File: config.mk
export PLATFORM = sky130hd
export DESIGN_NAME = multicycle_controller_flat
export DESIGN_NICKNAME = d
export VERILOG_FILES = /design/src/rtl/multicycle_controller_if.sv /design/src/rtl/multicycle_controller.sv /design/src/flat_wrapper.sv
export SDC_FILE = /design/constraint.sdc
export NUM_CORES = 1
export LEC_CHECK = 0
export BUFFER_PORTS_ARGS = -buffer_cell sky130_fd_sc_hd__buf_2
export CAP_MARGIN = 30
export CORE_ASPECT_RATIO = 0.5
export CORE_MARGIN = 3
export CORE_UTILIZATION = 50
export DETAILED_ROUTE_END_ITERATION = 16
export PLACE_DENSITY_LB_ADDON = 0.2
export SKIP_CTS_REPAIR_TIMING = 1
export SLEW_MARGIN = 10
export SYNTH_ARGS = -nofsm -noshare
export SYNTH_HDL_FRONTEND = slang
export SYNTH_SLANG_ARGS = --single-unit
export TNS_END_PERCENT = 20
File: constraint.sdc
create_clock -name clk -period 2.16 [get_ports clk]
set_clock_uncertainty 0.1 [all_clocks]
set_input_delay 0.216 -clock clk [delete_from_list [all_inputs] [get_ports clk]]
set_output_delay 0.216 -clock clk [all_outputs]
set_load 0.05 [all_outputs]
File: src/rtl/multicycle_controller_if.sv
// Controller <-> memory/datapath bundle: instruction/data memory handshakes plus gated control strobes.
interface multicycle_controller_if #(
  parameter int unsigned CNT_W = 32
);
  logic [6:0]       opcode;
  logic             imem_ack;
  logic             dmem_ack;
  logic             imem_req;
  logic             dmem_req;
  logic             IRWrite;
  logic             PCWrite;
  logic             MemWrite;
  logic             RegWrite;
  logic [3:0]       ALUSrc;
  logic [2:0]       MemtoReg;
  logic [4:0]       ALUControl;
  logic [2:0]       BranchControl;
  logic             retire;
  logic [CNT_W-1:0] retire_cnt;
  logic             trap;
  logic [1:0]       trap_cause;

  modport master (
    input  opcode, imem_ack, dmem_ack,
    output imem_req, dmem_req, IRWrite, PCWrite, MemWrite, RegWrite,
           ALUSrc, MemtoReg, ALUControl, BranchControl,
           retire, retire_cnt, trap, trap_cause
  );

  modport slave (
    output opcode, imem_ack, dmem_ack,
    input  imem_req, dmem_req, IRWrite, PCWrite, MemWrite, RegWrite,
           ALUSrc, MemtoReg, ALUControl, BranchControl,
           retire, retire_cnt, trap, trap_cause
  );
endinterface

File: src/rtl/multicycle_controller.sv
// Multi-cycle RV32I control FSM: FETCH/DECODE/EXECUTE/MEM/WRITEBACK with memory
// handshakes, bus-timeout and illegal-opcode traps, and a retired-instruction counter.
module multicycle_controller #(
  parameter int unsigned MEM_TIMEOUT = 16,
  parameter bit          EN_AUIPC    = 1'b1,
  parameter int unsigned CNT_W       = 32
) (
  input  logic                    clk,
  input  logic                    rst_n,
  multicycle_controller_if.master bus
);

  localparam int unsigned WAIT_W = (MEM_TIMEOUT > 1) ? $clog2(MEM_TIMEOUT) : 1;
  localparam logic [WAIT_W-1:0] WAIT_LAST = WAIT_W'(MEM_TIMEOUT - 1);

  localparam logic [6:0] OP_R      = 7'b0110011;
  localparam logic [6:0] OP_I      = 7'b0010011;
  localparam logic [6:0] OP_LOAD   = 7'b0000011;
  localparam logic [6:0] OP_STORE  = 7'b0100011;
  localparam logic [6:0] OP_BRANCH = 7'b1100011;
  localparam logic [6:0] OP_JAL    = 7'b1101111;
  localparam logic [6:0] OP_JALR   = 7'b1100111;
  localparam logic [6:0] OP_LUI    = 7'b0110111;
  localparam logic [6:0] OP_AUIPC  = 7'b0010111;

  typedef enum logic [2:0] {
    S_FETCH     = 3'd0,
    S_DECODE    = 3'd1,
    S_EXECUTE   = 3'd2,
    S_MEM       = 3'd3,
    S_WRITEBACK = 3'd4,
    S_TRAP      = 3'd5
  } state_t;

  state_t           state, state_d;
  logic [WAIT_W-1:0] wait_cnt, wait_d;
  logic [1:0]       cause_q, cause_d;
  logic [CNT_W-1:0] retire_cnt_q;

  logic       legal_c, is_mem_c, is_store_c, is_branch_c;
  logic [3:0] alusrc_c;
  logic [2:0] memtoreg_c;
  logic [4:0] aluctl_c;
  logic [2:0] brctl_c;

  logic imem_req_c, dmem_req_c, irwrite_c, pcwrite_c, memwrite_c, regwrite_c, retire_c;
  logic bundle_en_c;

  // Opcode decode: control bundle plus instruction class flags for sequencing
  always_comb begin
    legal_c     = 1'b1;
    is_mem_c    = 1'b0;
    is_store_c  = 1'b0;
    is_branch_c = 1'b0;
    alusrc_c    = 4'b0000;
    memtoreg_c  = 3'b000;
    aluctl_c    = 5'b00000;
    brctl_c     = 3'b000;
    case (bus.opcode)
      OP_R:      begin alusrc_c = 4'b0001; memtoreg_c = 3'b001; aluctl_c = 5'b00001; end
      OP_I:      begin alusrc_c = 4'b0010; memtoreg_c = 3'b001; aluctl_c = 5'b00010; end
      OP_LOAD:   begin alusrc_c = 4'b0010; memtoreg_c = 3'b010; aluctl_c = 5'b00100;
                       is_mem_c = 1'b1; end
      OP_STORE:  begin alusrc_c = 4'b0100; aluctl_c = 5'b01000;
                       is_mem_c = 1'b1; is_store_c = 1'b1; end
      OP_BRANCH: begin alusrc_c = 4'b0001; brctl_c = 3'b001; is_branch_c = 1'b1; end
      OP_JAL:    begin memtoreg_c = 3'b100; brctl_c = 3'b100; end
      OP_JALR:   begin alusrc_c = 4'b0010; memtoreg_c = 3'b100; brctl_c = 3'b010; end
      OP_LUI:    begin alusrc_c = 4'b1000; memtoreg_c = 3'b001; aluctl_c = 5'b10000; end
      OP_AUIPC: begin
        if (EN_AUIPC) begin
          alusrc_c   = 4'b1000;
          memtoreg_c = 3'b001;
          aluctl_c   = 5'b10000;
        end else begin
          legal_c = 1'b0;
        end
      end
      default:   legal_c = 1'b0;
    endcase
  end

  // Next-state and strobe generation; wait counter tracks un-acked request cycles
  always_comb begin
    state_d    = state;
    wait_d     = wait_cnt;
    cause_d    = cause_q;
    imem_req_c = 1'b0;
    dmem_req_c = 1'b0;
    irwrite_c  = 1'b0;
    pcwrite_c  = 1'b0;
    memwrite_c = 1'b0;
    regwrite_c = 1'b0;
    retire_c   = 1'b0;
    case (state)
      S_FETCH: begin
        imem_req_c = 1'b1;
        if (bus.imem_ack) begin
          irwrite_c = 1'b1;
          wait_d    = '0;
          state_d   = S_DECODE;
        end else if (wait_cnt == WAIT_LAST) begin
          cause_d = 2'b10;
          state_d = S_TRAP;
        end else begin
          wait_d = wait_cnt + WAIT_W'(1);
        end
      end
      S_DECODE: begin
        if (legal_c) begin
          state_d = S_EXECUTE;
        end else begin
          cause_d = 2'b01;
          state_d = S_TRAP;
        end
      end
      S_EXECUTE: begin
        if (is_mem_c) begin
          wait_d  = '0;
          state_d = S_MEM;
        end else if (is_branch_c) begin
          pcwrite_c = 1'b1;
          retire_c  = 1'b1;
          wait_d    = '0;
          state_d   = S_FETCH;
        end else begin
          state_d = S_WRITEBACK;
        end
      end
      S_MEM: begin
        dmem_req_c = 1'b1;
        memwrite_c = is_store_c;
        if (bus.dmem_ack) begin
          wait_d = '0;
          if (is_store_c) begin
            pcwrite_c = 1'b1;
            retire_c  = 1'b1;
            state_d   = S_FETCH;
          end else begin
            state_d = S_WRITEBACK;
          end
        end else if (wait_cnt == WAIT_LAST) begin
          cause_d = 2'b11;
          state_d = S_TRAP;
        end else begin
          wait_d = wait_cnt + WAIT_W'(1);
        end
      end
      S_WRITEBACK: begin
        regwrite_c = 1'b1;
        pcwrite_c  = 1'b1;
        retire_c   = 1'b1;
        wait_d     = '0;
        state_d    = S_FETCH;
      end
      S_TRAP: begin
        state_d = S_TRAP;
      end
      default: begin
        state_d = S_FETCH;
      end
    endcase
  end

  always_ff @(posedge clk or negedge rst_n) begin
    if (!rst_n) begin
      state        <= S_FETCH;
      wait_cnt     <= '0;
      cause_q      <= 2'b00;
      retire_cnt_q <= '0;
    end else begin
      state    <= state_d;
      wait_cnt <= wait_d;
      cause_q  <= cause_d;
      if (retire_c) retire_cnt_q <= retire_cnt_q + CNT_W'(1);
    end
  end

  // The fetch request is held off while reset is asserted even though state already reads FETCH
  assign bundle_en_c = (state == S_DECODE) || (state == S_EXECUTE) ||
                       (state == S_MEM)    || (state == S_WRITEBACK);

  assign bus.imem_req      = imem_req_c & rst_n;
  assign bus.IRWrite       = irwrite_c & rst_n;
  assign bus.dmem_req      = dmem_req_c;
  assign bus.PCWrite       = pcwrite_c;
  assign bus.MemWrite      = memwrite_c;
  assign bus.RegWrite      = regwrite_c;
  assign bus.retire        = retire_c;
  assign bus.ALUSrc        = bundle_en_c ? alusrc_c   : 4'b0000;
  assign bus.MemtoReg      = bundle_en_c ? memtoreg_c : 3'b000;
  assign bus.ALUControl    = bundle_en_c ? aluctl_c   : 5'b00000;
  assign bus.BranchControl = bundle_en_c ? brctl_c    : 3'b000;
  assign bus.retire_cnt    = retire_cnt_q;
  assign bus.trap          = (state == S_TRAP);
  assign bus.trap_cause    = cause_q;

endmodule
File: src/flat_wrapper.sv
// flat-port wrapper written by rule: the top's interface ports become plain ports
module multicycle_controller_flat 
#(
  parameter int unsigned MEM_TIMEOUT = 16,
  parameter bit          EN_AUIPC    = 1'b1,
  parameter int unsigned CNT_W       = 32
)
  (clk, rst_n, bus_opcode, bus_imem_ack, bus_dmem_ack, bus_imem_req, bus_dmem_req, bus_IRWrite, bus_PCWrite, bus_MemWrite, bus_RegWrite, bus_ALUSrc, bus_MemtoReg, bus_ALUControl, bus_BranchControl, bus_retire, bus_retire_cnt, bus_trap, bus_trap_cause);
  multicycle_controller_if #(.CNT_W(CNT_W)) bus_i ();
  input  logic clk;
  input  logic rst_n;
  input wire logic [$bits(bus_i.opcode)-1:0] bus_opcode;
  input wire logic [$bits(bus_i.imem_ack)-1:0] bus_imem_ack;
  input wire logic [$bits(bus_i.dmem_ack)-1:0] bus_dmem_ack;
  output wire logic [$bits(bus_i.imem_req)-1:0] bus_imem_req;
  output wire logic [$bits(bus_i.dmem_req)-1:0] bus_dmem_req;
  output wire logic [$bits(bus_i.IRWrite)-1:0] bus_IRWrite;
  output wire logic [$bits(bus_i.PCWrite)-1:0] bus_PCWrite;
  output wire logic [$bits(bus_i.MemWrite)-1:0] bus_MemWrite;
  output wire logic [$bits(bus_i.RegWrite)-1:0] bus_RegWrite;
  output wire logic [$bits(bus_i.ALUSrc)-1:0] bus_ALUSrc;
  output wire logic [$bits(bus_i.MemtoReg)-1:0] bus_MemtoReg;
  output wire logic [$bits(bus_i.ALUControl)-1:0] bus_ALUControl;
  output wire logic [$bits(bus_i.BranchControl)-1:0] bus_BranchControl;
  output wire logic [$bits(bus_i.retire)-1:0] bus_retire;
  output wire logic [$bits(bus_i.retire_cnt)-1:0] bus_retire_cnt;
  output wire logic [$bits(bus_i.trap)-1:0] bus_trap;
  output wire logic [$bits(bus_i.trap_cause)-1:0] bus_trap_cause;
  assign bus_i.opcode = bus_opcode;
  assign bus_i.imem_ack = bus_imem_ack;
  assign bus_i.dmem_ack = bus_dmem_ack;
  assign bus_imem_req = bus_i.imem_req;
  assign bus_dmem_req = bus_i.dmem_req;
  assign bus_IRWrite = bus_i.IRWrite;
  assign bus_PCWrite = bus_i.PCWrite;
  assign bus_MemWrite = bus_i.MemWrite;
  assign bus_RegWrite = bus_i.RegWrite;
  assign bus_ALUSrc = bus_i.ALUSrc;
  assign bus_MemtoReg = bus_i.MemtoReg;
  assign bus_ALUControl = bus_i.ALUControl;
  assign bus_BranchControl = bus_i.BranchControl;
  assign bus_retire = bus_i.retire;
  assign bus_retire_cnt = bus_i.retire_cnt;
  assign bus_trap = bus_i.trap;
  assign bus_trap_cause = bus_i.trap_cause;
  multicycle_controller #(.MEM_TIMEOUT(MEM_TIMEOUT), .EN_AUIPC(EN_AUIPC), .CNT_W(CNT_W)) u_core (.clk(clk), .rst_n(rst_n), .bus(bus_i));
endmodule
==> impl_metrics.tcl <==
set metrics [dict create \
    cts_tree "yes" \
    num_vias 2092 \
    synth_nets 254 \
    grt_first_pass_wirelength_mm 9.073 \
    p_leak_uw 0.001453 \
    clock_latency_ps 290 \
    cts_made_buffers 5 \
    grt-ovfl-total 0 \
    startpoint "u_core.state[1]$_DFF_PN0_" \
    arrival_ps 1820 \
    clock-root-buffer "clkbuf_8" \
    grt_pass1_vias 1987 \
    period_share 0.9882 \
    ys_ff_latch 41 \
    stdcell_count 371 \
    wl_met2_mm 2.740 \
    synth_mux_area_frac 0.01869 \
    drc 0 \
    dr.pass1.iters 4 \
    status "finished clean" \
    tightest_slew_ps 514.9 \
    place_hpwl_mm 4.102 \
    drtIter0Drc 105 \
    portBuffers 67 \
    grt.total_usage 0.2090 \
    wl_met3_um 372 \
    h-tree-depth 2 \
    worstPathMaxFanout 34 \
    die_h_um 54.41 \
    holdPathStages 2 \
    clock_path_buffers 2 \
    min_to "u_core.state[1]$_DFF_PN0_" \
    hold_viol_final 0 \
    reg2reg_to "u_core.wait_cnt[0]$_DFFE_PN0P_" \
    powerDensity_mw_per_mm2 961.4 \
    slew_viol_final 0 \
    drive_above_1_share 0.3533 \
    hold_path_class "input pin to flop" \
    fmax_mhz 468.5 \
    syn_to_final_growth_pct 29.90 \
    antennaDiodeCount 0 \
    maxSlewHeadroom 0.6568 \
    place_congestion 0.8918 \
    cts_sinks 41 \
    yosysSeqAreaShare 0.4378 \
    syn_inst 241 \
    highest_layer "met4" \
    synth_adder_area_share 0.01068 \
    dp_cells 360 \
    syn_avg_cell_area_um2 9.724 \
    rows 16 \
    setup-violations-final 0 \
    yosys_warnings 0 \
    wl_per_cell_um 15.18 \
    grt_max_degree 42 \
    maxCapViolations 0 \
    crit_type "flop to output pin" \
    synth_compound_area_frac 0.08009 \
    min_from "bus_dmem_ack" \
    die_w_um 102.8 \
    met1Wirelength_mm 2.475 \
    reg2regPathDepth 6 \
    antenna_found_initial 0 \
    nNetsFinal 329 \
    peakVddDrop_v 0.0006457 \
    synth-simple-area-share 0.2952 \
    rrSetupSlack_ps 240 \
    min_period_ps 2135 \
    regToRegStartpoint "u_core.state[0]$_DFF_PN0_" \
    synth_top_family_by_area "simple AND/OR/NAND/NOR gates" \
    crit_path_start_kind "flop" \
    die_area_mm2 0.005594 \
    worst-endpoint-required_ps 1840 \
    ios 68 \
    holdWs_ps 134.8 \
    synth_xor_area_frac 0.1196 \
    synth.distinct_cells 50 \
    wirelength_mm 5.632 \
    ant_nets 0 \
    netlist_area_mm2 0.002343 \
    core_mm2 0.004204 \
    end_kind "output pin" \
    start_util 0.5574 \
    vias_per_cell 5.639 \
    clkTransAtPathRegs_ps 80 \
]
[registers in the layout, summed over array words and instances, names as in the netlist]
| signal | cells |
|---|---|
| u_core.state | 3 |
| u_core.bus.trap_cause | 2 |
| u_core.wait_cnt | 4 |
| u_core.bus.retire_cnt | 32 |
[cell usage in the layout, fill, tap and decap left out, drive strengths merged, types with 2 or more instances in the layout]
cell type  instances
and3b              2
inv                6
nand3             11
dfrtp             41
o311ai             2
ha                 2
nor4               3
a21oi              5
nand4             21
clkbuf             8
nor3b              2
buf               77
xnor2             27
nor2              17
nand4b             2
mux2               3
or3                3
xor2               5
nor3               9
o21ai              5
and2               5
a31oi              2
nor2b              3
and3              13
nand2             18
and4               3
nand2b             3
[report_power, final]
part	total [uW]	internal (uW)	leakage (uW)	switching (uW)
combinational	1300	435	0.000846	860
sequential	987	860	0.000550	127
clock	644	376	0.0000574	268
[metrics by stage]
step / total power [uW] / instance area, um^2 / setup TNS [ps] / setup slack (ps) / utilization
after CTS: 2895 / 2972 / -1099 / -163.2 / 0.7068
after global placement: 2205 / 2851 / 0 / 229.5 / 0.6783
final: 2927 / 3044 / 0 / 25.40 / 0.7241
after floorplan: 1909 / 2434 / -1183 / -333.9 / -
after global routing: 3087 / 3044 / -185.7 / -62.15 / 0.7241
after detailed placement: 2240 / 2851 / 0 / 164.9 / 0.6783
[kinds of logic after synthesis]
group,count (synthesis)
AND/OR/NAND/NOR,118
flip-flops,41
XOR/XNOR,32
AO/OA/AOI/OAI,26
buffers and inverters,18
multiplexers,4
adder cells (fa/ha/maj),2
[cell usage after synthesis (all sizes together)]
| master | count | area, um^2 |
|---|---|---|
| xor2 | 5 | 43.79 |
| a21oi | 5 | 25.02 |
| nor2 | 17 | 66.32 |
| nand4 | 21 | 131.4 |
| or4 | 1 | 11.26 |
| a2111oi | 1 | 8.760 |
| or2 | 1 | 6.260 |
| a22o | 1 | 8.760 |
| o211ai | 1 | 7.510 |
| xnor2 | 27 | 236.5 |
| and3 | 13 | 86.33 |
| o21ai | 5 | 25.02 |
| a2111o | 1 | 11.26 |
| mux2 | 3 | 33.78 |
| a31oi | 2 | 12.51 |
| nand4b | 2 | 17.52 |
| a21bo | 1 | 10.01 |
| ha | 2 | 25.02 |
| nand2 | 18 | 67.56 |
| nor2b | 3 | 18.77 |
| and2 | 5 | 31.28 |
| and3b | 2 | 17.52 |
| buf | 10 | 58.81 |
| a41oi | 1 | 8.760 |
| inv | 6 | 22.52 |
| dfrtp | 41 | 1026 |
| nand2b | 3 | 26.27 |
| o21bai | 1 | 7.510 |
| nor3b | 2 | 15.01 |
| a21boi | 1 | 7.510 |
| clkbuf | 2 | 7.510 |
| o2bb2ai | 1 | 8.760 |
| o21a | 1 | 7.510 |
| a21o | 1 | 7.510 |
| nor4 | 3 | 18.77 |
| or3 | 3 | 18.77 |
| o311ai | 2 | 25.03 |
| nand4bb | 1 | 27.53 |
| and4 | 3 | 26.28 |
| nor3 | 9 | 50.05 |
| mux2i | 1 | 10.01 |
| nand3 | 11 | 55.05 |
| o22ai | 1 | 6.260 |
[final cells by class]
| cell class | count | area, um^2 |
|---|---|---|
| Clock buffer | 6 | 82.58 |
| Inverter | 6 | 22.52 |
| Fill cell | 311 | 1160 |
| Tap cell | 54 | 67.56 |
| Clock inverter | 2 | 37.54 |
| Multi-Input combinational cell | 182 | 1333 |
| Sequential cell | 41 | 1027 |
| Timing Repair Buffer | 80 | 474.2 |
[routing by layer]
layer	global-route usage	vias to the layer above
met5	0	-
met4	0.06022	0
met3	0.04453	7
met2	0.3793	74
met1	0.2578	997
li1	-	1014
[worst max path at each step]
stage	slack [ps]	cells after the start	endpoint
final	30	5	bus_retire
after CTS	-160	6	bus_ALUSrc[0]
after floorplan	-330	7	bus_ALUSrc[0]
after global placement	230	6	bus_ALUSrc[0]
after global routing	-60	5	bus_retire
after detailed placement	160	6	bus_ALUSrc[0]
[critical path: stages, from the launching register on]
cell	delay, ps
dfrtp_2	430
inv_1	120
nor4_1	360
a21o_1	200
buf_12	190
buf_4	220
(Power assumes the default switching activity.)
